### config.mk
export PLATFORM = sky130hd
export DESIGN_NAME = tt_io_selftest
export DESIGN_NICKNAME = d
export VERILOG_FILES = /design/src/rtl/tt_io_selftest.sv
export SDC_FILE = /design/constraint.sdc
export NUM_CORES = 1
export LEC_CHECK = 0
export CORE_ASPECT_RATIO = 0.75
export CORE_MARGIN = 2
export CORE_UTILIZATION = 58
export CTS_CLUSTER_DIAMETER = 60
export DETAILED_ROUTE_END_ITERATION = 7
export PLACE_DENSITY = 0.85
export SYNTH_ARGS = -nofsm -noshare
export SYNTH_HDL_FRONTEND = slang
export SYNTH_SLANG_ARGS = --single-unit
### constraint.sdc
create_clock -name clk -period 5.4 [get_ports clk]
set_input_delay 0.54 -clock clk [delete_from_list [all_inputs] [get_ports clk]]
set_output_delay 0.54 -clock clk [all_outputs]
set_load 0.05 [all_outputs]
### src/rtl/tt_io_selftest.sv
// I/O-path BIST: Galois LFSR stimulus generator, latency-aligned MISR response compactor, run FSM.
// Optional golden-signature comparator (golden_in/pass) is built only with SELFTEST_GOLDEN_CMP_EN defined.
module tt_io_selftest #(
  parameter int              W     = 8,
  parameter logic [W-1:0]    TAPS  = 8'hB8,
  parameter logic [W-1:0]    SEED  = 8'h01,
  parameter int              LEN_W = 16,
  parameter int              LAT   = 1
) (
  input  logic             clk,
  input  logic             rst_n,
  input  logic             start,
  input  logic             abort,
  input  logic [LEN_W-1:0] len_in,
  input  logic [W-1:0]     resp_in,
  output logic [W-1:0]     stim_out,
  output logic             stim_valid,
  output logic             busy,
  output logic             done,
  output logic [W-1:0]     signature
`ifdef SELFTEST_GOLDEN_CMP_EN
  ,
  input  logic [W-1:0]     golden_in,
  output logic             pass
`endif
);

  typedef enum logic [1:0] {IDLE, RUN, DRAIN, DONE} state_t;

  state_t           state_q, state_d;
  logic [LEN_W-1:0] len_q, len_d;
  logic [LEN_W-1:0] count_q, count_d;
  logic [W-1:0]     lfsr_q, lfsr_d;
  logic [W-1:0]     stim_out_q, stim_out_d;
  logic             stim_valid_q, stim_valid_d;
  logic [W-1:0]     sig_q, sig_d;
  logic             dv;
  logic             last_upd;

  function automatic logic [W-1:0] gstep(input logic [W-1:0] v);
    return (v >> 1) ^ (v[0] ? TAPS : '0);
  endfunction

  // dv marks the edge at which the response to an issued word is sampled;
  // last_upd flags the final in-flight word so DRAIN can leave on that same edge.
  generate
    if (LAT == 0) begin : g_nolat
      assign dv       = stim_valid_q;
      assign last_upd = 1'b0;
    end else begin : g_lat
      localparam logic [LAT-1:0] LOW = (LAT)'((1 << (LAT - 1)) - 1);
      logic [LAT-1:0] pipe_q, pipe_d;

      always_comb begin
        pipe_d = abort ? '0 : ((pipe_q << 1) | (LAT)'(stim_valid_q));
      end

      always_ff @(posedge clk or negedge rst_n) begin
        if (!rst_n) pipe_q <= '0;
        else        pipe_q <= pipe_d;
      end

      assign dv       = pipe_q[LAT-1];
      assign last_upd = dv & ~stim_valid_q & ~|(pipe_q & LOW);
    end
  endgenerate

  always_comb begin
    state_d      = state_q;
    len_d        = len_q;
    count_d      = count_q;
    lfsr_d       = lfsr_q;
    stim_out_d   = stim_out_q;
    stim_valid_d = stim_valid_q;
    sig_d        = sig_q;
    if (dv) sig_d = gstep(sig_q) ^ resp_in;

    unique case (state_q)
      IDLE, DONE: begin
        if (start) begin
          state_d = RUN;
          len_d   = len_in;
          sig_d   = '0;
          // The first word goes out on the accepting edge itself.
          if (len_in != '0) begin
            stim_out_d   = SEED;
            stim_valid_d = 1'b1;
            lfsr_d       = gstep(SEED);
            count_d      = LEN_W'(1);
          end else begin
            stim_out_d   = '0;
            stim_valid_d = 1'b0;
            lfsr_d       = SEED;
            count_d      = '0;
          end
        end
      end
      RUN: begin
        if (count_q == len_q) begin
          stim_out_d   = '0;
          stim_valid_d = 1'b0;
          state_d      = (LAT == 0 || !stim_valid_q) ? DONE : DRAIN;
        end else begin
          stim_out_d = lfsr_q;
          lfsr_d     = gstep(lfsr_q);
          count_d    = count_q + LEN_W'(1);
        end
      end
      DRAIN: begin
        if (last_upd) state_d = DONE;
      end
      default: state_d = IDLE;
    endcase

    if (abort) begin
      state_d      = IDLE;
      stim_out_d   = '0;
      stim_valid_d = 1'b0;
      sig_d        = sig_q;
    end
  end

  always_ff @(posedge clk or negedge rst_n) begin
    if (!rst_n) begin
      state_q      <= IDLE;
      len_q        <= '0;
      count_q      <= '0;
      lfsr_q       <= SEED;
      stim_out_q   <= '0;
      stim_valid_q <= 1'b0;
      sig_q        <= '0;
    end else begin
      state_q      <= state_d;
      len_q        <= len_d;
      count_q      <= count_d;
      lfsr_q       <= lfsr_d;
      stim_out_q   <= stim_out_d;
      stim_valid_q <= stim_valid_d;
      sig_q        <= sig_d;
    end
  end

  assign stim_out   = stim_out_q;
  assign stim_valid = stim_valid_q;
  assign signature  = sig_q;
  assign busy       = (state_q == RUN) || (state_q == DRAIN);
  assign done       = (state_q == DONE);

`ifdef SELFTEST_GOLDEN_CMP_EN
  logic pass_q, pass_d;

  always_comb begin
    pass_d = pass_q;
    if (abort || (start && (state_q == IDLE || state_q == DONE)))
      pass_d = 1'b0;
    else if (state_d == DONE && state_q != DONE)
      pass_d = (sig_d == golden_in);
  end

  always_ff @(posedge clk or negedge rst_n) begin
    if (!rst_n) pass_q <= 1'b0;
    else        pass_q <= pass_d;
  end

  assign pass = pass_q;
`endif

endmodule

After elaboration in Yosys (flattened, before gate mapping)
Index checks and enable logic that the tools add are counted.
{"block": "totals", "register_bits": 60, "latch_bits": 0, "mem_bits_rw": 0, "romBits": 0, "in_bits": 28, "output_inout_bits": 19, "word_cells": 64, "memories": 0}
{"block": "classes", "addsub": 1, "mul": 0, "div": 0, "magnitude_cmp": 0, "n_eq_ne": 9, "n_shift": 0, "n_mux": 30, "bitwise_logic": 5, "reduce_logical": 11}
{"operator": "2-to-1 mux 8 bit", "n": 11}
{"operator": "2-to-1 mux 16 bit", "n": 2}
{"operator": "one-hot mux 16 bit (2 select lines)", "n": 1}
{"operator": "one-hot mux 8 bit (2 select lines)", "n": 2}
{"operator": "adder 16 x 1 -> 16 bit, second input constant", "n": 1}
{"operator": "equality test 16 bit", "n": 1}
{"operator": "nonzero test 16 bit", "n": 1}
{"operator": "XOR 7 x 8 -> 8 bit", "n": 2}
{"operator": "!= test 3 bit, second input constant", "n": 3}
{"operator": "AND reduction 3 bit", "n": 3}
{"operator": "2-to-1 mux 1 bit", "n": 8}
{"operator": "2-to-1 mux 2 bit", "n": 4}
{"operator": "XOR 8 bit", "n": 1}
{"operator": "one-hot mux 2 bit (3 select lines)", "n": 1}
{"operator": "equality test 2 bit, second input constant", "n": 2}
{"operator": "!= test 2 bit, second input constant", "n": 2}
{"operator": "AND reduction 2 bit", "n": 2}
{"operator": "nonzero test 3 bit", "n": 1}
{"operator": "equality test 2 x 1 -> 1 bit, second input constant", "n": 1}
{"operator": "logical NOT 2 bit", "n": 1}
{"operator": "one-hot mux 1 bit (2 select lines)", "n": 1}
{"operator": "nonzero test 2 bit", "n": 1}
{"operator": "OR reduction 2 bit", "n": 1}
{"operator": "bitwise AND 1 bit", "n": 1}
{"operator": "other kinds (2)", "n": 2}

Depth between registers and ports, before layout
Gate-level depths: netlist of run 1.
{"block": "depth", "ltp_word": 6, "ltp_mapped": 9, "ltp_nobuf": 7}

Worst setup path after synthesis of run 1
OpenSTA, ideal clock, no wires.
{"block": "synth_timing", "path_type": "reg-to-reg", "startpoint": "reg state_q[0]", "endpoint": "reg count_q[8]", "setup_time_ns": 0.078, "t_arrival_ns": 1.878, "t_required_ns": 5.322, "slack_ns": 3.444, "stages_incl_launch_ff": 9, "path_buffers": 1, "synth_period_minus_slack_ns": 1.956, "cell_sequence": "dfrtp_1 inv_1 ha_1 nand2b_1 o21ai_0 a21o_4 buf_6 or4_1 a21oi_1"}
{"block": "synth_via", "elab_chain_cells": 4, "elab_cells_between_ends": 9, "classes_between": "4 x eq/ne; 1 x mux; 4 x reduce/logical"}
{"item": "start: declaration", "line_no": "30", "source": "state_t state_q, state_d;"}
{"item": "start signal: assignment", "line_no": "133", "source": "state_q <= state_d;"}
{"item": "equality test 2 bit / logical NOT 2 bit (equally long branches)", "line_no": "78", "source": "unique case (state_q)"}
{"item": "OR reduction 2 bit", "line_no": "78"}
{"item": "!= test 2 bit (no source line) / nonzero test 2 bit (equally long branches)"}
{"item": "AND reduction 3 bit (no source line)"}
{"item": "end signal: assignment", "line_no": "135", "source": "count_q <= count_d;"}
{"item": "end: declaration", "line_no": "32", "source": "logic [LEN_W-1:0] count_q, count_d;"}
Parallel ways exist; a longest one is shown, timed or not.
A chain may end at the register's enable or synchronous reset.

Worst setup path in the final report of run 1
{"block": "layout_timing", "startpoint": "reg state_q[0]", "endpoint": "out busy"}
{"block": "layout_via", "elab_chain_cells": 2, "elab_cells_between_ends": 3, "classes_between": "2 x eq/ne; 1 x reduce/logical"}
{"item": "equality test 2 x 1 -> 1 bit / equality test 2 bit (equally long branches)", "line_no": "146", "source": "assign busy = (state_q == RUN) || (state_q == DRAIN);"}
{"item": "logical OR 1 bit *", "line_no": "146"}
{"item": "end: declaration", "line_no": "18", "source": "output logic busy,"}
Every way passes the cells marked *; elsewhere a longest branch is shown, timed or not.

==> results.toml, run 1 <==
[worst_setup_path]
cp_max_fo = 6
critPathMaxStageDelay_ns = 0.81
end_kind = "primary output"
path_common_cell = "inv_1"
crit_chain = "inv_1 > ha_1 > inv_1 > clkdlybuf4s50_1"
worstPathArrival_ns = 2.08
startpoint_type = "flop"
slowest_stage = "clkdlybuf4s50_1"
cp.required_ns = 4.86
worstSetupPathType = "flop to primary output"

[clock_tree]
cts_inserted_buffers = 9
path_clk_slew_ns = 0.06
insertion_delay_ns = 0.34
cts_max_path_buffers = 2
cts_setup_buffers = 0
cts-root-buf = "clkbuf_8"
cts_resized = 0
cts_hold_buffers = 0
cts_htree_levels = 3
cts_tree = "yes"
clock-sinks = 60

[floorplan]
core-area_sq_um = 4955
num_io_pins = 47
dieArea_sq_um = 5795
initial_core_util_pct = 60.83
dieWidth_microns = 87.24
rows = 22
die_h_microns = 66.43

[synthesis]
ys_seq_area_share_pct = 49.85
ys.flop_type = "dfrtp_1"
syn_area_sq_um = 3014
synthDistinctLibCells = 38
yosysWarnings = 0
synthArstFlopShare_pct = 100.0
ys_ff_latch = 60
synth_cells = 279
syn_avg_cell_area_sq_um = 10.80
synth_nets = 311
synth_edf_count = 0

[pwr]
p_sw_w = 0.0007696
power.share.clock_pct = 21.0
ir_worst_vdd_v = 0.0002746
total_power_w = 0.001928
switching_share_pct = 39.92
combPwrFrac_pct = 42.0
p_leak_nw = 1.508
power_frac_seq_pct = 36.9
pwr_density_cell_nw_per_um2 = 527.9
p_int_w = 0.001158

[timing]
hold_viol_final = 0
finalSetupViolCount = 0
tns_ns = 0
rsz0062_at_grt = "false"
tightest_slew_ns = 0.7922
period_minus_slack_ns = 2.617
holdWs_ns = 0.3416
slew_viol_final = 0
max_freq_mhz = 382.1
relSlewSlack_pct = 46.99
min_period_over_period_pct = 48.46
final.setup_skew_ns = 0.008702

[routing]
vias_per_cell = 5.833
drtIter0Drc = 219
firstDrtPassIters = 5
vias = 2269
drcViolationCount = 0
wl_per_cell_microns = 15.73
ant_nets = 0
wirelength_microns = 6120

[placed_design]
place_hpwl_microns = 4316
dp_cells = 373
portBuffers = 46
gp_congestion = 0.8322
placed_area_sq_um = 3451

[finish]
fin_area_sq_um = 3652
final_common_cell = "dfrtp_1"
antenna_cells = 0
layout-drive-gt1-share_pct = 12.46
areaGrowthSynthToFinish_pct = 21.17
final_cells = 389
fin_nets = 356
mostFrequentLayoutCells = "59 x dfrtp_1, 45 x clkdlybuf4s50_1, 31 x nand2_1"

[run]
cap_violations = 0

[global_routing]
grt_pass1_vias = 2214
overflow = 0
grt.total_usage_pct = 23.72
antenna_found_initial = 0
grt_max_degree = 61
grt_first_pass_wirelength_microns = 10470

[worst_hold_path]
min_path_type = "input pin to asynchronous set/reset pin"

[outcome]
status = "finished, final reports clean"
[per-stage QoR]
stage          utilization (%)  setup WS (ns)
6_report                 73.71          2.783
5_1_grt                  73.71          2.653
3_3_place_gp             69.65          2.783
3_5_place_dp             69.65          2.710
2_1_floorplan                -          3.444
4_1_cts                  73.71          2.770
[logic make-up after synthesis]
| kind of cell | Yosys count | synth area share (%) |
|---|---|---|
| AO/OA/AOI/OAI | 52 | 11.33 |
| XOR/XNOR | 33 | 10.09 |
| adder cells (fa/ha/maj) | 4 | 1.661 |
| buffers and inverters | 19 | 4.110 |
| flip-flops | 60 | 49.86 |
| multiplexers | 19 | 6.974 |
| AND/OR/NAND/NOR | 92 | 15.98 |
[state kept, by name, summed over array words and instances, names as in the netlist]
signal	count
len_q	16
state_q	2
count_q	16
lfsr_q	8
signature	8
stim_out	8
dv	1
stim_valid	1
[final timing paths]
kind	startpoint	end	slack [ns]	cells past startpoint
hold / removal	rst_n	state_q[1]	0.34	2
setup / recovery	state_q[0]	busy	2.78	4
max in group asynchronous	rst_n	stim_out[2]	4.56	2
hold reg to reg	stim_out[1]	stim_out[1]	0.50	1
min in group clk	stim_out[1]	stim_out[1]	0.50	1
setup reg to reg	state_q[0]	count_q[4]	2.86	6
[synthesized netlist by cell type, types with 5 or more instances]
cell type   n  share of area, %
mux2_2     16               6.0
a22o_1      7               2.0
o21ai_0    17               2.8
nand3_1     8               1.3
a21oi_1     8               1.3
inv_1       6              0.75
nand4_1     9               1.9
or4_1       5               1.2
xor2_1      6               1.7
dfrtp_1    59                49
nand2_1    31               3.9
nor2_1     14               1.7
xnor2_1    25               7.3
o31ai_1     6               1.5
clkbuf_1    5              0.62
buf_6       7               2.6
nor4_1      6               1.2
[routing by layer]
layer / share of wire [%] / global-route usage [%] / routed length (microns) / vias to the layer above
li1: - / - / - / 1083
met1: 46 / 33.61 / 2836 / 1088
met2: 45 / 35.23 / 2732 / 89
met3: 8.0 / 8.489 / 491 / 9
met4: 0.96 / 5.000 / 59 / 0
met5: 0 / 0 / 0 / -
[power by group through the flow]
stage / Clock, W / Sequential, W / Combinational, W
final: 0.000405 / 0.000712 / 0.000811
after global routing: 0.000434 / 0.000732 / 0.000885
after CTS: 0.000413 / 0.000713 / 0.000814
after detailed placement: 0 / 0.000721 / 0.000803
after global placement: 0 / 0.000713 / 0.000785
after floorplan: 0 / 0.000809 / 0.000544
[worst max-delay path: cells and delay by family, from the launching register on]
family                     cells  cell delay [ns]
adders and majority gates      1             0.37
DFF                            1             0.37
buffers and inverters          3             0.99
[cell type report]
class                           count  area [sq um]
Tap cell                           60         75.07
Fill cell                         353          1303
Multi-Input combinational cell    200          1388
Timing Repair Buffer               47         462.9
Sequential cell                    60          1503
Clock inverter                      5         50.05
Clock buffer                       11         151.4
Inverter                            6         22.52
Note: power is estimated with default switching activity, not from simulation.
==> run 2: changes to the inputs <==
--- a/config.mk
+++ b/config.mk
@@ -7,10 +7,10 @@
 export LEC_CHECK = 0
 export CORE_ASPECT_RATIO = 0.75
 export CORE_MARGIN = 2
-export CORE_UTILIZATION = 58
+export CORE_UTILIZATION = 54
 export CTS_CLUSTER_DIAMETER = 60
 export DETAILED_ROUTE_END_ITERATION = 7
-export PLACE_DENSITY = 0.85
+export PLACE_DENSITY = 0.8
 export SYNTH_ARGS = -nofsm -noshare
 export SYNTH_HDL_FRONTEND = slang
 export SYNTH_SLANG_ARGS = --single-unit
==> constraint.sdc (replaced) <==
create_clock -name clk -period 2.7 [get_ports clk]
set_input_delay 0.27 -clock clk [delete_from_list [all_inputs] [get_ports clk]]
set_output_delay 0.27 -clock clk [all_outputs]
set_load 0.05 [all_outputs]
==> run 2 against run 1 <==
Against the previous run: worst setup slack worse by 2.4 ns; critical path depth unchanged; first-iteration DRC count down 47%; non-clock buffer count up 4; register-to-register slack worse by 2.4 ns; sequential share of layout area down 0.61 points; combinational power up 100%; sequential cell count unchanged; count of clock-buffer cells in the layout down 1.
==> results.toml, run 2 (synthesized netlist as in run 1, its figures left out) <==
[outcome]
status = "finished, final reports clean"

[timing]
tightest_slew_ns = 0.8945
tns_ns = 0
slew_viol_final = 0
min_period_over_period_pct = 86.17
relSlewSlack_pct = 40.15
hold_viol_final = 0
max_freq_mhz = 429.8
period_minus_slack_ns = 2.327
final.setup_skew_ns = 0.003129
rsz0062_at_grt = "false"
finalSetupViolCount = 0

[floorplan]
num_io_pins = 47
rows = 23
initial_core_util_pct = 56.31
dieWidth_microns = 90.27
core-area_sq_um = 5353
die_h_microns = 68.70
dieArea_sq_um = 6202

[clock_tree]
cts_resized = 0
insertion_delay_ns = 0.33
path_clk_slew_ns = 0.06
cts_hold_buffers = 1
clock-sinks = 60
cts_setup_buffers = 0
cts_max_path_buffers = 2
cts_tree = "yes"
cts_inserted_buffers = 9
cts-root-buf = "clkbuf_8"
cts_htree_levels = 3

[routing]
drtIter0Drc = 116
vias_per_cell = 5.617
wl_per_cell_microns = 15.28
ant_nets = 0
vias = 2286
drcViolationCount = 0
wirelength_microns = 6218
firstDrtPassIters = 4

[placed_design]
place_hpwl_microns = 4565
gp_congestion = 0.8423
portBuffers = 46

[finish]
largestRegisters = "count_q: 16 flops, len_q: 16 flops"
fin_nets = 360
antenna_cells = 0
layout-drive-gt1-share_pct = 12.65
final_common_cell = "dfrtp_1"
postLayoutCoreUtil_pct = 69.26
fillerInstances = 429
areaGrowthSynthToFinish_pct = 23.00
mostFrequentLayoutCells = "59 x dfrtp_1, 45 x clkdlybuf4s50_1, 31 x nand2_1"

[global_routing]
grt.total_usage_pct = 21.74
grt_first_pass_wirelength_microns = 10340
grt_max_degree = 40
grt_pass1_vias = 2168
overflow = 0
antenna_found_initial = 0

[worst_setup_path]
worstPathArrival_ns = 2.06
startpoint_type = "flop"
cp.required_ns = 2.43
worstSetupPathType = "flop to primary output"
end_kind = "primary output"
cp_max_fo = 6

[pwr]
p_leak_nw = 1.520
ir_worst_vdd_v = 0.0004552
total_power_w = 0.003922
pwr_density_cell_nw_per_um2 = 1058

[worst_hold_path]
min_path_type = "input pin to asynchronous set/reset pin"

[run]
cap_violations = 0
==> run 2: cell count changes in the layout (fill, tap and decap cells not counted), sizes merged <==
cell,delta
clkinv,-2
buf,+3
bufinv,+1
dlygate4sd3,+1
clkinvlp,+1
clkbuf,-1
==> run 2: worst max-delay path, cell delays in order, from the launching register on <==
cell and delay, ns:
dfrtp_1 0.38, inv_1 0.07, ha_1 0.37, inv_1 0.10
clkdlybuf4s50_1 0.80
==> run 2: power breakdown <==
part / internal [W] / switching [W] / leakage, nW
Sequential: 0.00118 / 0.000250 / 0.776
Combinational: 0.000678 / 0.000966 / 0.642
Clock: 0.000511 / 0.000338 / 0.102
==> run 2: worst paths after layout <==
path                        startpoint     endpoint  slack [ns]  cells past startpoint
setup / recovery            state_q[0]         busy        0.37                      4
setup reg to reg            state_q[0]   count_q[8]        0.48                      7
min in group clk           stim_out[2]  stim_out[2]        0.50                      1
hold / removal                   rst_n    lfsr_q[7]        0.39                      2
max in group asynchronous        rst_n  count_q[12]        1.62                      3
hold reg to reg            stim_out[2]  stim_out[2]        0.50                      1
==> run 2: cell type report <==
cell class | count | area [sq um] | share of cell area (%)
clock buffers | 10 | 127.6 | 3.442
well taps | 75 | 93.84 | 2.531
flip-flops and latches | 60 | 1503 | 40.53
multi-input cells | 200 | 1388 | 37.43
clock inverters | 5 | 77.57 | 2.092
inverters | 6 | 22.52 | 0.6075
repair buffers | 51 | 495.5 | 13.36
==> run 2: routing by layer <==
layer / wire length (microns) / track usage [%]
met3: 465 / 6.087
met5: 0 / 0
met1: 2969 / 29.50
met2: 2728 / 34.02
met4: 54 / 8.269
==> run 2: stage by stage <==
stage               worst slack [ns]  area, sq um  hold slack (ns)  std cells
global route                  0.2836         3707           0.4283        407
global placement              0.6107         3492           0.2133        391
floorplan                     0.7438         3014         -0.02559        279
detailed placement            0.5017         3492           0.2111        391
finish                        0.3733         3707           0.3878        407
CTS                           0.3600         3707           0.3838        407
==> run 3: changes to the inputs <==
--- a/config.mk
+++ b/config.mk
@@ -7,10 +7,11 @@
 export LEC_CHECK = 0
 export CORE_ASPECT_RATIO = 0.75
 export CORE_MARGIN = 2
-export CORE_UTILIZATION = 54
+export CORE_UTILIZATION = 56
+export CTS_BUF_LIST = sky130_fd_sc_hd__clkbuf_4
 export CTS_CLUSTER_DIAMETER = 60
 export DETAILED_ROUTE_END_ITERATION = 7
-export PLACE_DENSITY = 0.8
+export PLACE_DENSITY = 0.83
 export SYNTH_ARGS = -nofsm -noshare
 export SYNTH_HDL_FRONTEND = slang
 export SYNTH_SLANG_ARGS = --single-unit
==> run 3 against run 2 <==
Against the previous run: sequential cell count is the same; first-iteration DRC count grew 72%; combinational power is essentially flat; critical endpoint unchanged; critical path type unchanged.
==> results.toml, run 3 (synthesized netlist as in run 1, its figures left out) <==
[routing]
drcViolationCount = 0
wl_per_cell_microns = 15.47
firstDrtPassIters = 5
drtIter0Drc = 199
vias_per_cell = 5.603
vias = 2275
ant_nets = 0
wirelength_microns = 6279

[timing]
holdWs_ns = 0.003623
period_minus_slack_ns = 2.413
relSlewSlack_pct = 35.08
max_freq_mhz = 414.5
finalSetupViolCount = 0
hold_viol_final = 0
slew_viol_final = 0
tns_ns = 0
setup_slack_ns = 0.2875
min_period_over_period_pct = 89.35
final.setup_skew_ns = 0.01049
rsz0062_at_grt = "false"
tightest_slew_ns = 0.9737

[finish]
regArea_sq_um = 1503
final_cells = 406
fillerInstances = 409
largestRegisters = "count_q: 16 flops, len_q: 16 flops"
mostFrequentLayoutCells = "59 x dfrtp_1, 45 x clkdlybuf4s50_1, 31 x nand2_1"
areaGrowthSynthToFinish_pct = 20.88
final_common_cell = "dfrtp_1"
fin_area_sq_um = 3643
antenna_cells = 0
multiInputGateArea_sq_um = 1388
layout-drive-gt1-share_pct = 12.69
fin_nets = 358

[placed_design]
dp_slack_ns = 0.5321
place_hpwl_microns = 4449
portBuffers = 46
dp_cells = 390
gp_congestion = 0.7546
placed_area_sq_um = 3485

[global_routing]
grt_first_pass_wirelength_microns = 10700
grt_pass1_vias = 2192
grt.total_usage_pct = 24.27
antenna_found_initial = 0
grt_max_degree = 45
overflow = 0

[clock_tree]
insertion_delay_ns = 0.42
cts_htree_levels = 3
cts_resized = 0
path_clk_slew_ns = 0.10
cts_tree = "yes"
clock-sinks = 60
cts_setup_buffers = 0
cts-root-buf = "clkbuf_4"
cts_max_path_buffers = 2
cts_inserted_buffers = 9
cts_hold_buffers = 0

[run]
cap_violations = 0

[floorplan]
num_io_pins = 47
dieWidth_microns = 88.72
initial_core_util_pct = 57.23
core-area_sq_um = 5266
dieArea_sq_um = 5991
die_h_microns = 67.54
rows = 23

[worst_setup_path]
path_common_cell = "inv_1"
slowest_stage = "clkdlybuf4s50_1"
ff2ff_path_depth = 7
worstPathArrival_ns = 2.14
startpoint = "state_q[0]"
critPathMaxStageDelay_ns = 0.80
crit_chain = "inv_1 > ha_1 > inv_1 > clkdlybuf4s50_1"
startpoint_type = "flop"
cp_max_fo = 6
r2r_start = "state_q[0]"
worstSetupPathType = "flop to primary output"
end_kind = "primary output"
cp.required_ns = 2.43

[pwr]
pwr_density_cell_nw_per_um2 = 1038
p_leak_nw = 1.493
ir_worst_vdd_v = 0.0005446

[outcome]
status = "finished, final reports clean"

[worst_hold_path]
min_path_type = "input pin to asynchronous set/reset pin"
-- run 3: cell types whose count changed in the layout (fill, tap and decap cells not counted), sizes merged --
cell | before | now
buf | 5 | 4
clkbuf | 10 | 11
dlygate4sd3 | 1 | 0
-- run 3: area by class of cell --
cell class / count / share of cell area (%)
clock buffers: 11 / 2.266
multi-input cells: 200 / 38.08
flip-flops and latches: 60 / 41.24
clock inverters: 5 / 2.095
inverters: 6 / 0.6181
repair buffers: 49 / 13.12
well taps: 75 / 2.576
-- run 3: power breakdown --
group / switching [W] / total, W / internal, W
clock network: 0.000336 / 0.000728 / 0.000392
registers: 0.000246 / 0.00142 / 0.00118
logic: 0.000958 / 0.00163 / 0.000674
total: 0.00154 / 0.00378 / 0.00224
-- run 3: per-stage QoR --
step / total power (W) / util (%)
final: 0.003782 / 69.19
after global routing: 0.004018 / 69.19
after CTS: 0.003804 / 69.19
after detailed placement: 0.003072 / 66.17
after global placement: 0.003009 / 66.17
after floorplan: 0.002707 / -
-- run 3: layer usage --
layer  global-route usage, %  wire (microns)  vias to the layer above
li1                        -               -                     1086
met1                   34.74            2973                     1102
met2                   34.79            2831                       77
met3                   8.068             402                       10
met4                   8.144              71                        0
met5                       0               0                        -
-- run 3: path summary, 6_finish.rpt --
kind                                end  slack [ns]
max                                busy        0.29
min                         stim_out[2]       0.004
max reg2reg                  count_q[8]        0.48
min reg2reg                 stim_out[7]        0.51
max in group asynchronous   stim_out[7]        1.92
min in group clk           signature[6]        0.49
-- run 3: worst max-delay path: cells and delay by family (launching register included) --
kind	cells	cell delay, ns
flops	1	0.40
fa+ha+maj	1	0.36
buf+inv	3	0.97
